--- config.mk ---
export PLATFORM = sky130hd
export DESIGN_NAME = lsu_ctrl_flat
export DESIGN_NICKNAME = d
export VERILOG_FILES = /design/src/rtl/lsu_pkg.sv /design/src/rtl/lsu_ctrl_if.sv /design/src/rtl/lsu_align.sv /design/src/rtl/lsu_ctrl.sv /design/src/flat_wrapper.sv
export SDC_FILE = /design/constraint.sdc
export NUM_CORES = 1
export LEC_CHECK = 0
export ABC_CLOCK_PERIOD_IN_PS = 4400
export CAP_MARGIN = 15
export CORE_ASPECT_RATIO = 2
export CORE_MARGIN = 3
export CORE_UTILIZATION = 65
export DETAILED_ROUTE_END_ITERATION = 6
export DONT_BUFFER_PORTS = 1
export PLACE_DENSITY = 0.85
export SETUP_SLACK_MARGIN = 0.3
export SLEW_MARGIN = 30
export SYNTH_ARGS = -nofsm -noshare
export SYNTH_HDL_FRONTEND = slang
export SYNTH_SLANG_ARGS = --single-unit
--- constraint.sdc ---
create_clock -name clk_i -period 4.4 [get_ports clk_i]
set_input_delay 1.32 -clock clk_i [delete_from_list [all_inputs] [get_ports clk_i]]
set_output_delay 1.32 -clock clk_i [all_outputs]
set_load 0.01 [all_outputs]
--- src/rtl/lsu_pkg.sv ---
// Shared types for the load/store unit: op codes, access sizes, FSM states and an
// alignment helper.
package lsu_pkg;

    localparam logic [2:0] L_OP = 3'b010;
    localparam logic [2:0] S_OP = 3'b011;

    typedef enum logic [1:0] {SZ_B, SZ_H, SZ_W, SZ_D} size_e;

    typedef enum logic [1:0] {IDLE, REQ, WAIT, DONE} state_e;

    // Low-address mask covering the bytes inside one naturally aligned access.
    function automatic logic [2:0] size_mask(size_e sz);
        return 3'((4'd1 << sz) - 4'd1);
    endfunction

endpackage

--- src/rtl/lsu_ctrl_if.sv ---
// Execute-side handshake plus data-memory port of the load/store controller.
interface lsu_ctrl_if #(
    parameter int unsigned ADDR_W = 32,
    parameter int unsigned DATA_W = 32
);
    logic              valid_i;
    logic              ready_o;
    logic [2:0]        op_i;
    logic [1:0]        size_i;
    logic              unsigned_i;
    logic [ADDR_W-1:0] addr_i;
    logic [DATA_W-1:0] wdata_i;

    logic                mem_req_o;
    logic                mem_gnt_i;
    logic                mem_we_o;
    logic [ADDR_W-1:0]   mem_addr_o;
    logic [DATA_W/8-1:0] mem_be_o;
    logic [DATA_W-1:0]   mem_wdata_o;
    logic                mem_rvalid_i;
    logic [DATA_W-1:0]   mem_rdata_i;
    logic                mem_read_o;
    logic                mem_write_o;

    logic              done_o;
    logic [DATA_W-1:0] rdata_o;
    logic              err_o;

    modport slave (
        input  valid_i, op_i, size_i, unsigned_i, addr_i, wdata_i,
        input  mem_gnt_i, mem_rvalid_i, mem_rdata_i,
        output ready_o, mem_req_o, mem_we_o, mem_addr_o, mem_be_o, mem_wdata_o,
        output mem_read_o, mem_write_o, done_o, rdata_o, err_o
    );

    modport master (
        output valid_i, op_i, size_i, unsigned_i, addr_i, wdata_i,
        output mem_gnt_i, mem_rvalid_i, mem_rdata_i,
        input  ready_o, mem_req_o, mem_we_o, mem_addr_o, mem_be_o, mem_wdata_o,
        input  mem_read_o, mem_write_o, done_o, rdata_o, err_o
    );
endinterface

--- src/rtl/lsu_align.sv ---
// Combinational lane logic: byte enables, store-data replication, load extraction and
// sign/zero extension.
module lsu_align
    import lsu_pkg::*;
#(
    parameter int unsigned DATA_W = 32,
    localparam int unsigned NB    = DATA_W / 8,
    localparam int unsigned OFF_W = $clog2(NB)
) (
    input  size_e             size_i,
    input  logic              unsigned_i,
    input  logic [OFF_W-1:0]  offset_i,
    input  logic [DATA_W-1:0] wdata_i,
    input  logic [DATA_W-1:0] rdata_i,
    output logic [NB-1:0]     be_o,
    output logic [DATA_W-1:0] wdata_o,
    output logic [DATA_W-1:0] rdata_o
);

    logic [NB-1:0]     be_base;
    logic [DATA_W-1:0] shifted;

    always_comb begin
        be_base = '0;
        wdata_o = wdata_i;
        rdata_o = '0;
        shifted = rdata_i >> {offset_i, 3'b000};
        unique case (size_i)
            SZ_B: begin
                be_base = NB'(1);
                for (int i = 0; i < NB; i++) wdata_o[i*8 +: 8] = wdata_i[7:0];
                rdata_o = unsigned_i ? DATA_W'(shifted[7:0]) : DATA_W'($signed(shifted[7:0]));
            end
            SZ_H: begin
                be_base = NB'(3);
                for (int i = 0; i < NB / 2; i++) wdata_o[i*16 +: 16] = wdata_i[15:0];
                rdata_o = unsigned_i ? DATA_W'(shifted[15:0])
                                     : DATA_W'($signed(shifted[15:0]));
            end
            SZ_W: begin
                be_base = NB'(4'hF);
                for (int i = 0; i < NB / 4; i++) wdata_o[i*32 +: 32] = wdata_i[31:0];
                rdata_o = unsigned_i ? DATA_W'(shifted[31:0])
                                     : DATA_W'($signed(shifted[31:0]));
            end
            default: begin
                be_base = NB'(8'hFF);
                rdata_o = shifted;
            end
        endcase
        be_o = be_base << offset_i;
    end

endmodule

--- src/rtl/lsu_ctrl.sv ---
// Multi-cycle load/store controller: one operation at a time over a req/gnt/rvalid port.
// Optional LSU_MISALIGN_TRAP_EN turns misaligned accesses into immediate error completions.
module lsu_ctrl
    import lsu_pkg::*;
#(
    parameter int unsigned ADDR_W         = 32,
    parameter int unsigned DATA_W         = 32,
    parameter int unsigned TIMEOUT_CYCLES = 16
) (
    input logic       clk_i,
    input logic       rst_i,
    lsu_ctrl_if.slave bus
);

    localparam int unsigned NB    = DATA_W / 8;
    localparam int unsigned OFF_W = $clog2(NB);
    localparam int unsigned CNT_W = (TIMEOUT_CYCLES > 1) ? $clog2(TIMEOUT_CYCLES) : 1;

    state_e            state_q, state_d;
    logic              is_load_q;
    size_e             size_q;
    logic              uns_q;
    logic [ADDR_W-1:0] addr_q;
    logic [DATA_W-1:0] wdata_q;
    logic [DATA_W-1:0] rdata_q;
    logic              err_q;
    logic [CNT_W-1:0]  cnt_q;

    logic              accept, cnt_clr, capture, tmo, trap, timeout;
    size_e             in_size;
    logic [ADDR_W-1:0] aligned_addr;
    logic [NB-1:0]     al_be;
    logic [DATA_W-1:0] al_wdata, al_rdata;

    assign in_size      = size_e'(bus.size_i);
    assign aligned_addr = bus.addr_i & ~ADDR_W'(size_mask(in_size));
    assign accept       = (state_q == IDLE) && bus.valid_i &&
                          (bus.op_i == L_OP || bus.op_i == S_OP);
    assign timeout      = (cnt_q == CNT_W'(TIMEOUT_CYCLES - 1));

`ifdef LSU_MISALIGN_TRAP_EN
    logic [2:0] in_off;
    logic       misaligned;
    assign in_off     = 3'(bus.addr_i[OFF_W-1:0]);
    assign misaligned = |(in_off & size_mask(in_size));
`endif

    always_ff @(posedge clk_i) begin
        if (rst_i) state_q <= IDLE;
        else       state_q <= state_d;
    end

    always_comb begin
        state_d = state_q;
        cnt_clr = 1'b0;
        capture = 1'b0;
        tmo     = 1'b0;
        trap    = 1'b0;
        unique case (state_q)
            IDLE: begin
                if (accept) begin
`ifdef LSU_MISALIGN_TRAP_EN
                    if (misaligned) begin
                        state_d = DONE;
                        trap    = 1'b1;
                    end else begin
                        state_d = REQ;
                        cnt_clr = 1'b1;
                    end
`else
                    state_d = REQ;
                    cnt_clr = 1'b1;
`endif
                end
            end
            REQ: begin
                if (bus.mem_gnt_i) begin
                    state_d = is_load_q ? WAIT : DONE;
                    cnt_clr = 1'b1;
                end else if (timeout) begin
                    state_d = DONE;
                    tmo     = 1'b1;
                end
            end
            WAIT: begin
                if (bus.mem_rvalid_i) begin
                    state_d = DONE;
                    capture = 1'b1;
                end else if (timeout) begin
                    state_d = DONE;
                    tmo     = 1'b1;
                end
            end
            DONE:    state_d = IDLE;
            default: state_d = IDLE;
        endcase
    end

    always_ff @(posedge clk_i) begin
        if (rst_i) begin
            is_load_q <= 1'b0;
            size_q    <= SZ_B;
            uns_q     <= 1'b0;
            addr_q    <= '0;
            wdata_q   <= '0;
            rdata_q   <= '0;
            err_q     <= 1'b0;
            cnt_q     <= '0;
        end else begin
            if (accept) begin
                is_load_q <= (bus.op_i == L_OP);
                size_q    <= in_size;
                uns_q     <= bus.unsigned_i;
                addr_q    <= aligned_addr;
                wdata_q   <= bus.wdata_i;
                rdata_q   <= '0;
                err_q     <= trap;
            end
            if (capture) rdata_q <= al_rdata;
            if (tmo)     err_q   <= 1'b1;
            if (cnt_clr)                                cnt_q <= '0;
            else if (state_q == REQ || state_q == WAIT) cnt_q <= cnt_q + 1'b1;
        end
    end

    lsu_align #(
        .DATA_W(DATA_W)
    ) u_align (
        .size_i    (size_q),
        .unsigned_i(uns_q),
        .offset_i  (addr_q[OFF_W-1:0]),
        .wdata_i   (wdata_q),
        .rdata_i   (bus.mem_rdata_i),
        .be_o      (al_be),
        .wdata_o   (al_wdata),
        .rdata_o   (al_rdata)
    );

    // Bus fields are gated to zero outside REQ so idle/reset outputs read as zero.
    assign bus.ready_o     = (state_q == IDLE);
    assign bus.mem_req_o   = (state_q == REQ);
    assign bus.mem_we_o    = (state_q == REQ) && !is_load_q;
    assign bus.mem_addr_o  = (state_q == REQ) ? {addr_q[ADDR_W-1:OFF_W], {OFF_W{1'b0}}} : '0;
    assign bus.mem_be_o    = (state_q == REQ) ? al_be : '0;
    assign bus.mem_wdata_o = (state_q == REQ && !is_load_q) ? al_wdata : '0;
    assign bus.mem_read_o  = (state_q == REQ || state_q == WAIT) && is_load_q;
    assign bus.mem_write_o = (state_q == REQ || state_q == WAIT) && !is_load_q;
    assign bus.done_o      = (state_q == DONE);
    assign bus.rdata_o     = (state_q == DONE) ? rdata_q : '0;
    assign bus.err_o       = (state_q == DONE) && err_q;

endmodule

--- src/flat_wrapper.sv ---
// flat-port wrapper written by rule: the top's interface ports become plain ports
module lsu_ctrl_flat import lsu_pkg::*;
#(
    parameter int unsigned ADDR_W         = 32,
    parameter int unsigned DATA_W         = 32,
    parameter int unsigned TIMEOUT_CYCLES = 16
)
  (clk_i, rst_i, bus_valid_i, bus_op_i, bus_size_i, bus_unsigned_i, bus_addr_i, bus_wdata_i, bus_mem_gnt_i, bus_mem_rvalid_i, bus_mem_rdata_i, bus_ready_o, bus_mem_req_o, bus_mem_we_o, bus_mem_addr_o, bus_mem_be_o, bus_mem_wdata_o, bus_mem_read_o, bus_mem_write_o, bus_done_o, bus_rdata_o, bus_err_o);
  lsu_ctrl_if #(.ADDR_W(ADDR_W), .DATA_W(DATA_W)) bus_i ();
  input logic clk_i;
  input logic rst_i;
  input wire logic [$bits(bus_i.valid_i)-1:0] bus_valid_i;
  input wire logic [$bits(bus_i.op_i)-1:0] bus_op_i;
  input wire logic [$bits(bus_i.size_i)-1:0] bus_size_i;
  input wire logic [$bits(bus_i.unsigned_i)-1:0] bus_unsigned_i;
  input wire logic [$bits(bus_i.addr_i)-1:0] bus_addr_i;
  input wire logic [$bits(bus_i.wdata_i)-1:0] bus_wdata_i;
  input wire logic [$bits(bus_i.mem_gnt_i)-1:0] bus_mem_gnt_i;
  input wire logic [$bits(bus_i.mem_rvalid_i)-1:0] bus_mem_rvalid_i;
  input wire logic [$bits(bus_i.mem_rdata_i)-1:0] bus_mem_rdata_i;
  output wire logic [$bits(bus_i.ready_o)-1:0] bus_ready_o;
  output wire logic [$bits(bus_i.mem_req_o)-1:0] bus_mem_req_o;
  output wire logic [$bits(bus_i.mem_we_o)-1:0] bus_mem_we_o;
  output wire logic [$bits(bus_i.mem_addr_o)-1:0] bus_mem_addr_o;
  output wire logic [$bits(bus_i.mem_be_o)-1:0] bus_mem_be_o;
  output wire logic [$bits(bus_i.mem_wdata_o)-1:0] bus_mem_wdata_o;
  output wire logic [$bits(bus_i.mem_read_o)-1:0] bus_mem_read_o;
  output wire logic [$bits(bus_i.mem_write_o)-1:0] bus_mem_write_o;
  output wire logic [$bits(bus_i.done_o)-1:0] bus_done_o;
  output wire logic [$bits(bus_i.rdata_o)-1:0] bus_rdata_o;
  output wire logic [$bits(bus_i.err_o)-1:0] bus_err_o;
  assign bus_i.valid_i = bus_valid_i;
  assign bus_i.op_i = bus_op_i;
  assign bus_i.size_i = bus_size_i;
  assign bus_i.unsigned_i = bus_unsigned_i;
  assign bus_i.addr_i = bus_addr_i;
  assign bus_i.wdata_i = bus_wdata_i;
  assign bus_i.mem_gnt_i = bus_mem_gnt_i;
  assign bus_i.mem_rvalid_i = bus_mem_rvalid_i;
  assign bus_i.mem_rdata_i = bus_mem_rdata_i;
  assign bus_ready_o = bus_i.ready_o;
  assign bus_mem_req_o = bus_i.mem_req_o;
  assign bus_mem_we_o = bus_i.mem_we_o;
  assign bus_mem_addr_o = bus_i.mem_addr_o;
  assign bus_mem_be_o = bus_i.mem_be_o;
  assign bus_mem_wdata_o = bus_i.mem_wdata_o;
  assign bus_mem_read_o = bus_i.mem_read_o;
  assign bus_mem_write_o = bus_i.mem_write_o;
  assign bus_done_o = bus_i.done_o;
  assign bus_rdata_o = bus_i.rdata_o;
  assign bus_err_o = bus_i.err_o;
  lsu_ctrl #(.ADDR_W(ADDR_W), .DATA_W(DATA_W), .TIMEOUT_CYCLES(TIMEOUT_CYCLES)) u_core (.clk_i(clk_i), .rst_i(rst_i), .bus(bus_i));
endmodule
==> metrics.csv <==
metric,value,unit
CP Capture Type,output port,
Netlist cell types,49,
drt wl/cell,20.1,um
die height,135,um
Inserted Diodes,0,
post-synthesis instance total,689,
Post-synth top flop,dfxtp_1,
routability cong.,0.956,
Hold Path Class,flip-flop to flip-flop,
first-pass GRT wire length,23100,um
largest net degree at the start of global routing,92,
Non-Filler Instances,748,
WP data arrival,2.01,ns
Power per Cell Area,360,nW/um^2
ys async rst share,0,%
Finished Cell Area,5590,sq um
min Tclk post-route,3.33,ns
CTS H-tree lvls,3,
"EDFF count, synth",0,
clk buf depth,2,
Tightest Pin Transition,0.869,ns
GRT Resource Usage Total,30.7,%
crit-path max FO,17,
Multi-input gate area,2970,sq um
sequential cell area fraction in the yosys report,39.6,%
antenna violations before repair,0,
R2R Setup Slk,2.01,ns
CTS tree,yes,
synth warn,0,
Initial Util,67.6,%
Worst setup endpoint,bus_mem_wdata_o[12],
vias in the first global route,4709,
DRT antenna net count,0,
DR DRC count,0,
RR Endpoint,u_core.is_load_q,
Critical Path Start Type,flip-flop,
Crit. Startpoint,u_core.size_q[0],
fin nets,760,
share of cells above drive strength 1,6.13,%
total wire length,15100,um
Storage cell area,2140,sq um
CP required,3.08,ns
Worst R2R Start,u_core.state_q[0],
Max-Cap Viols,0,
max frequency,301,MHz
filler cell count,673,
core area,8000,sq um
crit path kind,flip-flop to output port,
IO buf count,0,
1st-pass router iterations,6,
Post-CTS Setup Bufs,0,
"Hold-fix buffers, CTS",0,
Root Buffer,clkbuf_16,
Die X,70.5,um
worst hold margin,0.447,ns
Relative slew margins,42.1,%
Worst Reg-to-Reg Cells,6,
dpl hpwl,11100,um
Die ar.,9510,sq um
maximum vdd drop,0.270,mV
CTS buffer count,9,
Pins Over Slew Limit,0,
Vias/cell,6.35,
P_leak,1.91,nW
pre-CTS WS,1.46,ns
I/O pin count,214,
#FFs+latches synth,107,
Placed Area,5300,sq um
Synth Area per Inst,7.85,sq um
"Reg clk slew, reported paths",0.07,ns
Final Cycle Share,75.6,%
grt ovf,0,
routed vias,4751,
post_cts resized,0,
unrepaired setup endpoints after global routing,false,
fin worst setup slack,1.07,ns
Setup Viol. Count Final,0,
"Hold Vio Cnt, Final",0,
Area growth syn-to-layout,3.33,%
total clock sinks,107,
Starting DRT DRC Count,251,
status,completed,
final clock skew,0.00613,ns
num rows,46,
setup TNS,0,ns
Placed Instances,732,
mapped cell area,5410,sq um
worst skew pair latency,0.35,ns
==> per-stage QoR <==
stage               power (W)  util [%]
global placement      0.00125      66.2
detailed placement    0.00125      66.2
floorplan             0.00122         -
CTS                   0.00201      69.8
finish                0.00201      69.8
global route          0.00207      69.8
==> Yosys cell counts, types with 4 or more instances <==
cell type,n,area share (%)
a21oi_1,112,10
mux2i_1,33,6.1
buf_2,21,1.9
nor2_1,34,2.4
dfxtp_1,107,40
buf_4,5,0.69
o211ai_1,8,1.1
and2_1,73,8.4
a221o_1,16,3.0
clkbuf_1,29,2.0
buf_1,4,0.28
mux2_2,8,1.7
nand2_1,162,11
ha_1,6,1.4
nor3_1,10,0.93
nand3_1,11,1.0
nor2b_1,4,0.46
o2bb2ai_1,7,1.1
==> layout by cell type (no fill, tap or decap), drive strengths merged, types with 3 or more instances in the layout <==
| master | Yosys | layout |
|---|---|---|
| o211ai | 8 | 8 |
| nor3 | 11 | 11 |
| inv | 3 | 4 |
| mux2i | 33 | 33 |
| a21oi | 112 | 112 |
| ha | 6 | 6 |
| nand2 | 162 | 162 |
| o2bb2ai | 7 | 7 |
| and2 | 73 | 73 |
| buf | 32 | 7 |
| clkbuf | 29 | 10 |
| dfxtp | 107 | 107 |
| nor2 | 34 | 34 |
| mux2 | 8 | 8 |
| o21ai | 3 | 3 |
| nor2b | 4 | 4 |
| nand3 | 11 | 11 |
| a221o | 16 | 16 |
| clkinv | 1 | 5 |
==> area by class of cell <==
type / instances / share of cell area, %
well taps: 96 / 2.15
flip-flops and latches: 107 / 38.3
clock buffers: 10 / 4.28
multi-input cells: 518 / 53.1
inverters: 4 / 0.269
clock inverters: 6 / 0.896
repair buffers: 7 / 0.941
==> worst min path at each step <==
| stage | start | end | slack [ns] | cells after the start |
|---|---|---|---|---|
| floorplan | u_core.addr_q[2] | u_core.addr_q[2] | 0.43 | 2 |
| global placement | u_core.addr_q[30] | u_core.addr_q[30] | 0.43 | 2 |
| detailed placement | u_core.addr_q[17] | u_core.addr_q[17] | 0.44 | 2 |
| CTS | u_core.addr_q[17] | u_core.addr_q[17] | 0.45 | 2 |
| global route | u_core.addr_q[19] | u_core.addr_q[19] | 0.47 | 2 |
| finish | u_core.addr_q[12] | u_core.addr_q[12] | 0.45 | 2 |
==> flip-flops by register name, indices dropped and copies added (netlist names), 2 cells and up <==
name / count
u_core.wdata_q: 32
u_core.cnt_q: 4
u_core.state_q: 2
u_core.rdata_q: 32
u_core.addr_q: 32
u_core.size_q: 2
==> cells by family (layout without fill, tap and decap cells) <==
group                    after synthesis  in the layout  share of synthesized area [%]
other                                  1              2                         0.0694
AO/OA/AOI/OAI                        156            156                           17.6
multiplexers                          42             42                           8.19
XOR/XNOR                               4              4                          0.648
flip-flops                           107            107                           39.6
buffers and inverters                 65             27                           5.62
adder cells (fa/ha/maj)                6              6                           1.39
AND/OR/NAND/NOR                      308            308                           26.8
==> where the power goes <==
part,total [W],internal (W),switching (W)
registers,0.00102,0.000997,0.0000262
clock network,0.000777,0.000405,0.000372
logic,0.000209,0.0000664,0.000143
total,0.00201,0.00147,0.000541
==> critical path, cell delays in order, from the launching register on <==
cell     delay, ns
dfxtp_1       0.79
or2_2         0.47
nand2_1       0.12
a21oi_1       0.27
==> layer usage <==
layer | up-vias | part of all wire [%] | wire (um) | global-route usage [%]
met4 | 0 | 5.9 | 889 | 20.9
met3 | 60 | 8.5 | 1290 | 7.97
met1 | 2197 | 33 | 5040 | 30.8
li1 | 2235 | - | - | -
met5 | - | 0 | 0 | 0
met2 | 259 | 52 | 7850 | 54.3
Note: power is estimated with default switching activity, not from simulation.
